### src/rtl/ov_cam_emulator_if.sv
// OV7670-style camera pin bundle plus the emulator's run control and frame status.
// Ports: enable/pattern_sel (control into emulator); vsync/href/pixdata (camera bus);
//        frame_cnt/frame_done/busy (status). master = emulator side, slave = receiver/bench side.
interface ov_cam_emulator_if;
  logic        enable;
  logic [1:0]  pattern_sel;
  logic        vsync;
  logic        href;
  logic [7:0]  pixdata;
  logic [15:0] frame_cnt;
  logic        frame_done;
  logic        busy;

  modport master (
    input  enable, pattern_sel,
    output vsync, href, pixdata, frame_cnt, frame_done, busy
  );

  modport slave (
    output enable, pattern_sel,
    input  vsync, href, pixdata, frame_cnt, frame_done, busy
  );
endinterface

### src/rtl/ov_cam_emulator.sv
// Synthetic OV7670 transmitter: VSYNC/HREF/PIXDATA frames of RGB565 test patterns, MSB byte first.
// Ports: XCLK (byte clock, rising edge), pll_rst (async, active-high), cam (master modport).
// Latency: every pin is registered, one cycle behind the state/hcnt decode; no backpressure.
module ov_cam_emulator #(
  parameter int H_ACTIVE  = 640,
  parameter int H_BLANK   = 288,
  parameter int V_ACTIVE  = 480,
  parameter int VS_LINES  = 3,
  parameter int VBP_LINES = 17,
  parameter int VFP_LINES = 10
) (
  input logic               XCLK,
  input logic               pll_rst,
  ov_cam_emulator_if.master cam
);

  localparam int LINE  = 2 * H_ACTIVE + H_BLANK;
  localparam int BAR_W = H_ACTIVE / 8;

  // Counter widths are fixed (hcnt 12b, line counter 10b); reject parameter sets that overflow them.
  if (LINE > 4096) begin : g_chk_line
    $error("ov_cam_emulator: line length exceeds 12-bit hcnt");
  end
  if (H_ACTIVE < 8 || (H_ACTIVE % 8) != 0) begin : g_chk_hact
    $error("ov_cam_emulator: H_ACTIVE must be a nonzero multiple of 8");
  end
  if (V_ACTIVE < 1 || V_ACTIVE > 1024 || VS_LINES < 1 || VS_LINES > 1024 ||
      VBP_LINES < 1 || VBP_LINES > 1024 || VFP_LINES < 1 || VFP_LINES > 1024) begin : g_chk_lines
    $error("ov_cam_emulator: line counts must be 1..1024");
  end

  typedef enum logic [2:0] {S_IDLE, S_VSYNC, S_VBP, S_ACTIVE, S_VFP} state_t;

  state_t      state, state_nxt, succ;
  logic [11:0] hcnt, hcnt_nxt;
  logic [9:0]  lcnt, lcnt_nxt, lim;
  logic [1:0]  pat;
  logic [15:0] frame_cnt_r;
  logic        start, frame_end;
  logic        line_end;

  logic        vsync_r, href_r, frame_done_r, busy_r;
  logic [7:0]  pixdata_r;

  logic [10:0] x;
  logic [2:0]  bar;
  logic [15:0] pix;
  logic [7:0]  pix_byte;
  logic        href_d;

  assign line_end = (hcnt == 12'(LINE - 1));

  // Next state / counters. Each timed state lasts lim+1 whole lines, then hands over to succ
  // with both counters cleared. start marks the edges where pattern_sel is captured.
  always_comb begin
    lim       = '0;
    succ      = S_IDLE;
    state_nxt = state;
    hcnt_nxt  = hcnt;
    lcnt_nxt  = lcnt;
    frame_end = 1'b0;
    start     = 1'b0;

    case (state)
      S_VSYNC:  begin lim = 10'(VS_LINES - 1);  succ = S_VBP;    end
      S_VBP:    begin lim = 10'(VBP_LINES - 1); succ = S_ACTIVE; end
      S_ACTIVE: begin lim = 10'(V_ACTIVE - 1);  succ = S_VFP;    end
      S_VFP:    begin lim = 10'(VFP_LINES - 1); succ = cam.enable ? S_VSYNC : S_IDLE; end
      default:  ;
    endcase

    if (state == S_IDLE) begin
      if (cam.enable) begin
        state_nxt = S_VSYNC;
        start     = 1'b1;
      end
    end else begin
      hcnt_nxt = line_end ? 12'd0 : hcnt + 12'd1;
      if (line_end) begin
        if (lcnt == lim) begin
          lcnt_nxt  = '0;
          state_nxt = succ;
          if (state == S_VFP) begin
            frame_end = 1'b1;
            start     = cam.enable;
          end
        end else begin
          lcnt_nxt = lcnt + 10'd1;
        end
      end
    end
  end

  // Pixel generator: x counts pixels (two bytes each), y is the active line index.
  always_comb begin
    x   = hcnt[11:1];
    bar = 3'(x / 11'(BAR_W));
    pix = 16'h0000;
    case (pat)
      2'd0: begin
        case (bar)
          3'd0:    pix = 16'hFFFF;
          3'd1:    pix = 16'hFFE0;
          3'd2:    pix = 16'h07FF;
          3'd3:    pix = 16'h07E0;
          3'd4:    pix = 16'hF81F;
          3'd5:    pix = 16'hF800;
          3'd6:    pix = 16'h001F;
          default: pix = 16'h0000;
        endcase
      end
      2'd1:    pix = 16'(x) + 16'(lcnt);
      // 32x32 tiles; the frame counter's LSB flips the phase every frame.
      2'd2:    pix = (x[5] ^ lcnt[5] ^ frame_cnt_r[0]) ? 16'hFFFF : 16'h0000;
      default: pix = 16'hF800;
    endcase
    pix_byte = hcnt[0] ? pix[7:0] : pix[15:8];
    href_d   = (state == S_ACTIVE) && (hcnt < 12'(2 * H_ACTIVE));
  end

  always_ff @(posedge XCLK or posedge pll_rst) begin
    if (pll_rst) begin
      state        <= S_IDLE;
      hcnt         <= '0;
      lcnt         <= '0;
      pat          <= '0;
      frame_cnt_r  <= '0;
      vsync_r      <= 1'b0;
      href_r       <= 1'b0;
      pixdata_r    <= '0;
      frame_done_r <= 1'b0;
      busy_r       <= 1'b0;
    end else begin
      state        <= state_nxt;
      hcnt         <= hcnt_nxt;
      lcnt         <= lcnt_nxt;
      if (start)     pat         <= cam.pattern_sel;
      if (frame_end) frame_cnt_r <= frame_cnt_r + 16'd1;
      vsync_r      <= (state == S_VSYNC);
      href_r       <= href_d;
      pixdata_r    <= href_d ? pix_byte : 8'h00;
      // Registered like the bus pins, so the pulse lines up with the frame's last output cycle.
      frame_done_r <= frame_end;
      busy_r       <= (state != S_IDLE);
    end
  end

  assign cam.vsync      = vsync_r;
  assign cam.href       = href_r;
  assign cam.pixdata    = pixdata_r;
  assign cam.frame_cnt  = frame_cnt_r;
  assign cam.frame_done = frame_done_r;
  assign cam.busy       = busy_r;

endmodule

### src/flat_wrapper.sv
// flat-port wrapper written by rule: the top's interface ports become plain ports
module ov_cam_emulator_flat 
#(
  parameter int H_ACTIVE  = 640,
  parameter int H_BLANK   = 288,
  parameter int V_ACTIVE  = 480,
  parameter int VS_LINES  = 3,
  parameter int VBP_LINES = 17,
  parameter int VFP_LINES = 10
)
  (XCLK, pll_rst, cam_enable, cam_pattern_sel, cam_vsync, cam_href, cam_pixdata, cam_frame_cnt, cam_frame_done, cam_busy);
  ov_cam_emulator_if cam_i ();
  input logic XCLK;
  input logic pll_rst;
  input wire logic [$bits(cam_i.enable)-1:0] cam_enable;
  input wire logic [$bits(cam_i.pattern_sel)-1:0] cam_pattern_sel;
  output wire logic [$bits(cam_i.vsync)-1:0] cam_vsync;
  output wire logic [$bits(cam_i.href)-1:0] cam_href;
  output wire logic [$bits(cam_i.pixdata)-1:0] cam_pixdata;
  output wire logic [$bits(cam_i.frame_cnt)-1:0] cam_frame_cnt;
  output wire logic [$bits(cam_i.frame_done)-1:0] cam_frame_done;
  output wire logic [$bits(cam_i.busy)-1:0] cam_busy;
  assign cam_i.enable = cam_enable;
  assign cam_i.pattern_sel = cam_pattern_sel;
  assign cam_vsync = cam_i.vsync;
  assign cam_href = cam_i.href;
  assign cam_pixdata = cam_i.pixdata;
  assign cam_frame_cnt = cam_i.frame_cnt;
  assign cam_frame_done = cam_i.frame_done;
  assign cam_busy = cam_i.busy;
  ov_cam_emulator #(.H_ACTIVE(H_ACTIVE), .H_BLANK(H_BLANK), .V_ACTIVE(V_ACTIVE), .VS_LINES(VS_LINES), .VBP_LINES(VBP_LINES), .VFP_LINES(VFP_LINES)) u_core (.XCLK(XCLK), .pll_rst(pll_rst), .cam(cam_i));
endmodule
### config.mk
export PLATFORM = sky130hd
export DESIGN_NAME = ov_cam_emulator_flat
export DESIGN_NICKNAME = d
export VERILOG_FILES = /design/src/rtl/ov_cam_emulator_if.sv /design/src/rtl/ov_cam_emulator.sv /design/src/flat_wrapper.sv
export SDC_FILE = /design/constraint.sdc
export NUM_CORES = 1
export LEC_CHECK = 0
export BUFFER_PORTS_ARGS = -buffer_cell sky130_fd_sc_hd__buf_2
export CELL_PAD_IN_SITES_DETAIL_PLACEMENT = 1
export CELL_PAD_IN_SITES_GLOBAL_PLACEMENT = 2
export CORE_MARGIN = 2
export CORE_UTILIZATION = 41
export CTS_BUF_LIST = sky130_fd_sc_hd__clkbuf_4
export DETAILED_ROUTE_END_ITERATION = 12
export HOLD_SLACK_MARGIN = 0.08
export PLACE_DENSITY = 0.88
export SLEW_MARGIN = 5
export SYNTH_ARGS = -nofsm -noshare
export SYNTH_HDL_FRONTEND = slang
export SYNTH_SLANG_ARGS = --single-unit
### constraint.sdc
create_clock -name XCLK -period 6.9 [get_ports XCLK]
set_input_delay 1.725 -clock XCLK [delete_from_list [all_inputs] [get_ports XCLK]]
set_output_delay 1.725 -clock XCLK [all_outputs]
set_load 0.02 [all_outputs]
==> results.sh <==
export IMPL_syn_nets=383
export IMPL_core_um2=8090
export IMPL_grt_first_pass_wirelength_mm=14.3
export IMPL_dr_pass1_iters=4
export IMPL_finalNonFillerCells=493
export IMPL_ant_nets=0
export IMPL_hp_class="flop to flop"
export IMPL_ys_warn_count=0
export IMPL_cts_resized_gates=0
export IMPL_wirelength_mm=8.53
export IMPL_tightest_slew_ns=0.901
export IMPL_tritoncts="yes"
export IMPL_synthesis_area_um2=3360
export IMPL_first_global_vias=2825
export IMPL_clk_latency_ns=0.39
export IMPL_slew_viol_final=0
export IMPL_htreeDepth=2
export IMPL_syn_to_final_growth_pct=8.50
export IMPL_post_route_period_util_pct=46.5
export IMPL_critPathRequiredTime_ns=7.23
export IMPL_netlist_instances=364
export IMPL_route_detailed_wl_per_inst_um=17.3
export IMPL_hold_viol_final=0
export IMPL_overflow=0
export IMPL_numPortBuffers=32
export IMPL_drc=0
export IMPL_vias=2770
export IMPL_final_min_clock_period_ns=3.21
export IMPL_dp_hpwl_mm=6.22
export IMPL_io_pins=33
export IMPL_path_clk_slew_ns=0.18
export IMPL_cts_buffer_depth=2
export IMPL_drt_iter0_drc=118
export IMPL_relSlewSlack_pct=39.7
export IMPL_initial_core_util_pct=41.5
export IMPL_synth_edf_count=0
export IMPL_postLayoutCoreUtil_pct=45.0
export IMPL_syn_avg_cell_area_um2=9.22
export IMPL_seq_area_frac_synth_pct=41.0
export IMPL_async_flop_share_pct=100
export IMPL_arrival_ns=3.54
export IMPL_synth_cell_type_count=53
export IMPL_critPathMaxFanout=23
export IMPL_max_freq_mhz=312
export IMPL_n_fill_cell=979
export IMPL_postCtsSetupBuffers=0
export IMPL_gp_congestion=0.812
export IMPL_die_h_um=94.5
export IMPL_cts_sinks=55
export IMPL_cts_buffers=5
export IMPL_vdd_ir_drop_max_v=0.0000749
export IMPL_p_leak_nw=1.69
export IMPL_cp_end_kind="flop"
export IMPL_rsz0062_at_grt="no"
export IMPL_ctsHoldBuffers=0
export IMPL_outcome="complete, no violations"
export IMPL_ys_flop_type="dfrtp_1"
export IMPL_dieWidth_um=94.5
export IMPL_ys_seq_elements=55
export IMPL_dieArea_um2=8930
export IMPL_placed_cells=485
export IMPL_criticalPathCategory="flop to flop"
export IMPL_antenna_found_initial=0
export IMPL_powerDensity_nw_per_um2=135
export IMPL_worst_slack_ns=3.69
export IMPL_drive_gt1_share_pct=12.4
export IMPL_place_ws_ns=3.65
export IMPL_setup_violations=0
export IMPL_max_cap_viol_count=0
export IMPL_start_kind="flop"
export IMPL_rows=33
export IMPL_final_nets=406
export IMPL_grt_max_degree=56
export IMPL_finClkSkew_ns=0.0103
export IMPL_antennaDiodeCount=0
export IMPL_root_buffer="clkbuf_4"
export IMPL_grt_usage_pct=20.3
export IMPL_tns_ns=0
export IMPL_via_per_inst=5.62
worst paths after layout:
check	from	to	slack, ns	depth (start not counted)
worst max-delay path	u_core.hcnt[10]	u_core.state[0]	3.69	6
worst min-delay path	u_core.cam.frame_cnt[15]	u_core.cam.frame_cnt[15]	0.50	1
worst max register to register	u_core.hcnt[10]	u_core.state[0]	3.69	6
worst min register to register	u_core.cam.frame_cnt[15]	u_core.cam.frame_cnt[15]	0.50	1
max in group asynchronous	pll_rst	u_core.hcnt[11]	4.92	3
min in group asynchronous	pll_rst	u_core.cam.pixdata[3]	1.50	3
sequential cells by signal, indices dropped and copies added (netlist names):
register	flops
u_core.cam.busy	1
u_core.cam.frame_cnt	16
u_core.cam.frame_done	1
u_core.cam.href	1
u_core.cam.pixdata	8
u_core.cam.vsync	1
u_core.hcnt	12
u_core.lcnt	10
u_core.pat	2
u_core.state	3
through the flow:
step	power [W]	instance area [um2]	hold slack [ns]
6_report	0.000492	3640	0.496
5_1_grt	0.000515	3640	0.525
4_1_cts	0.000499	3640	0.499
3_5_place_dp	0.000338	3580	0.473
3_3_place_gp	0.000338	3580	0.460
2_1_floorplan	0.000334	3360	0.471
cell usage after synthesis, types with 3 or more instances:
cell type  instances  area share (%)
nor3b_1            5             1.1
and3_1             7             1.3
nand2_1           30             3.4
mux2i_1            6             1.8
inv_1              9             1.0
clkbuf_1           6            0.67
dfrtp_1           55              41
xnor2_1           31             8.1
ha_1              13             4.8
a31oi_1            3            0.56
a221oi_1           3            0.78
nand4_1           12             2.2
o21ai_0           25             3.7
a21o_1             4            0.89
buf_2              9             1.3
xor2_1             8             2.1
a21oi_1           21             3.1
nor3_1             9             1.3
mux2_2             3             1.0
and4_1             3            0.78
nand2b_1           8             1.5
nor2_1            26             2.9
o31ai_1            6             1.3
nand3_1           15             2.2
nor2b_1            6             1.1
and2_1             3            0.56
worst max-delay path, cell delays in order (launching register included):
cell	delay, ns
dfrtp_1	0.86
nor2b_1	0.47
nand4_1	0.26
nor2_1	0.76
nand2_1	0.28
maj3_1	0.42
o21ai_2	0.11
metal layers:
layer / part of all wire, % / global-route usage, % / vias to the layer above
li1: - / - / 1352
met1: 50 / 29.0 / 1365
met2: 46 / 32.6 / 43
met3: 2.9 / 2.79 / 10
met4: 1.5 / 4.95 / 0
met5: 0 / 0 / -
cell type report:
class / count / area (um2) / area share, %
inverters: 9 / 33.8 / 0.928
clock buffers: 5 / 37.5 / 1.03
multi-input cells: 282 / 1860 / 51.1
repair buffers: 34 / 175 / 4.81
flip-flops and latches: 55 / 1380 / 37.8
well taps: 105 / 131 / 3.61
clock inverters: 3 / 27.5 / 0.756
placed cells by master, fill, tap and decap left out, types with 9 or more instances in the layout:
cell / n
dfrtp_1: 55
buf_2: 32
xnor2_1: 31
nand2_1: 30
nor2_1: 26
o21ai_0: 25
a21oi_1: 21
nand3_1: 15
ha_1: 13
nand4_1: 12
nor3_1: 9
where the power goes:
group | leakage [nW] | internal, W | switching [W]
sequential | 0.739 | 0.000323 | 0
combinational | 0.920 | 0.00000152 | 0.00000728
clock | 0.0333 | 0.0000431 | 0.000118
total | 1.69 | 0.000367 | 0.000125
kinds of logic (layout without fill, tap and decap cells):
family / Yosys count / in the layout / share of synthesized area, %
muxes: 9 / 9 / 2.80
DFF: 55 / 55 / 41.0
buffers and inverters: 27 / 51 / 3.58
AOI/OAI and AO/OA: 84 / 84 / 15.8
xor gates and xnor gates: 39 / 39 / 10.2
adders and majority gates: 15 / 15 / 5.74
and+or+nand+nor: 135 / 135 / 20.9
No activity file was read; power rests on OpenSTA's default activity.
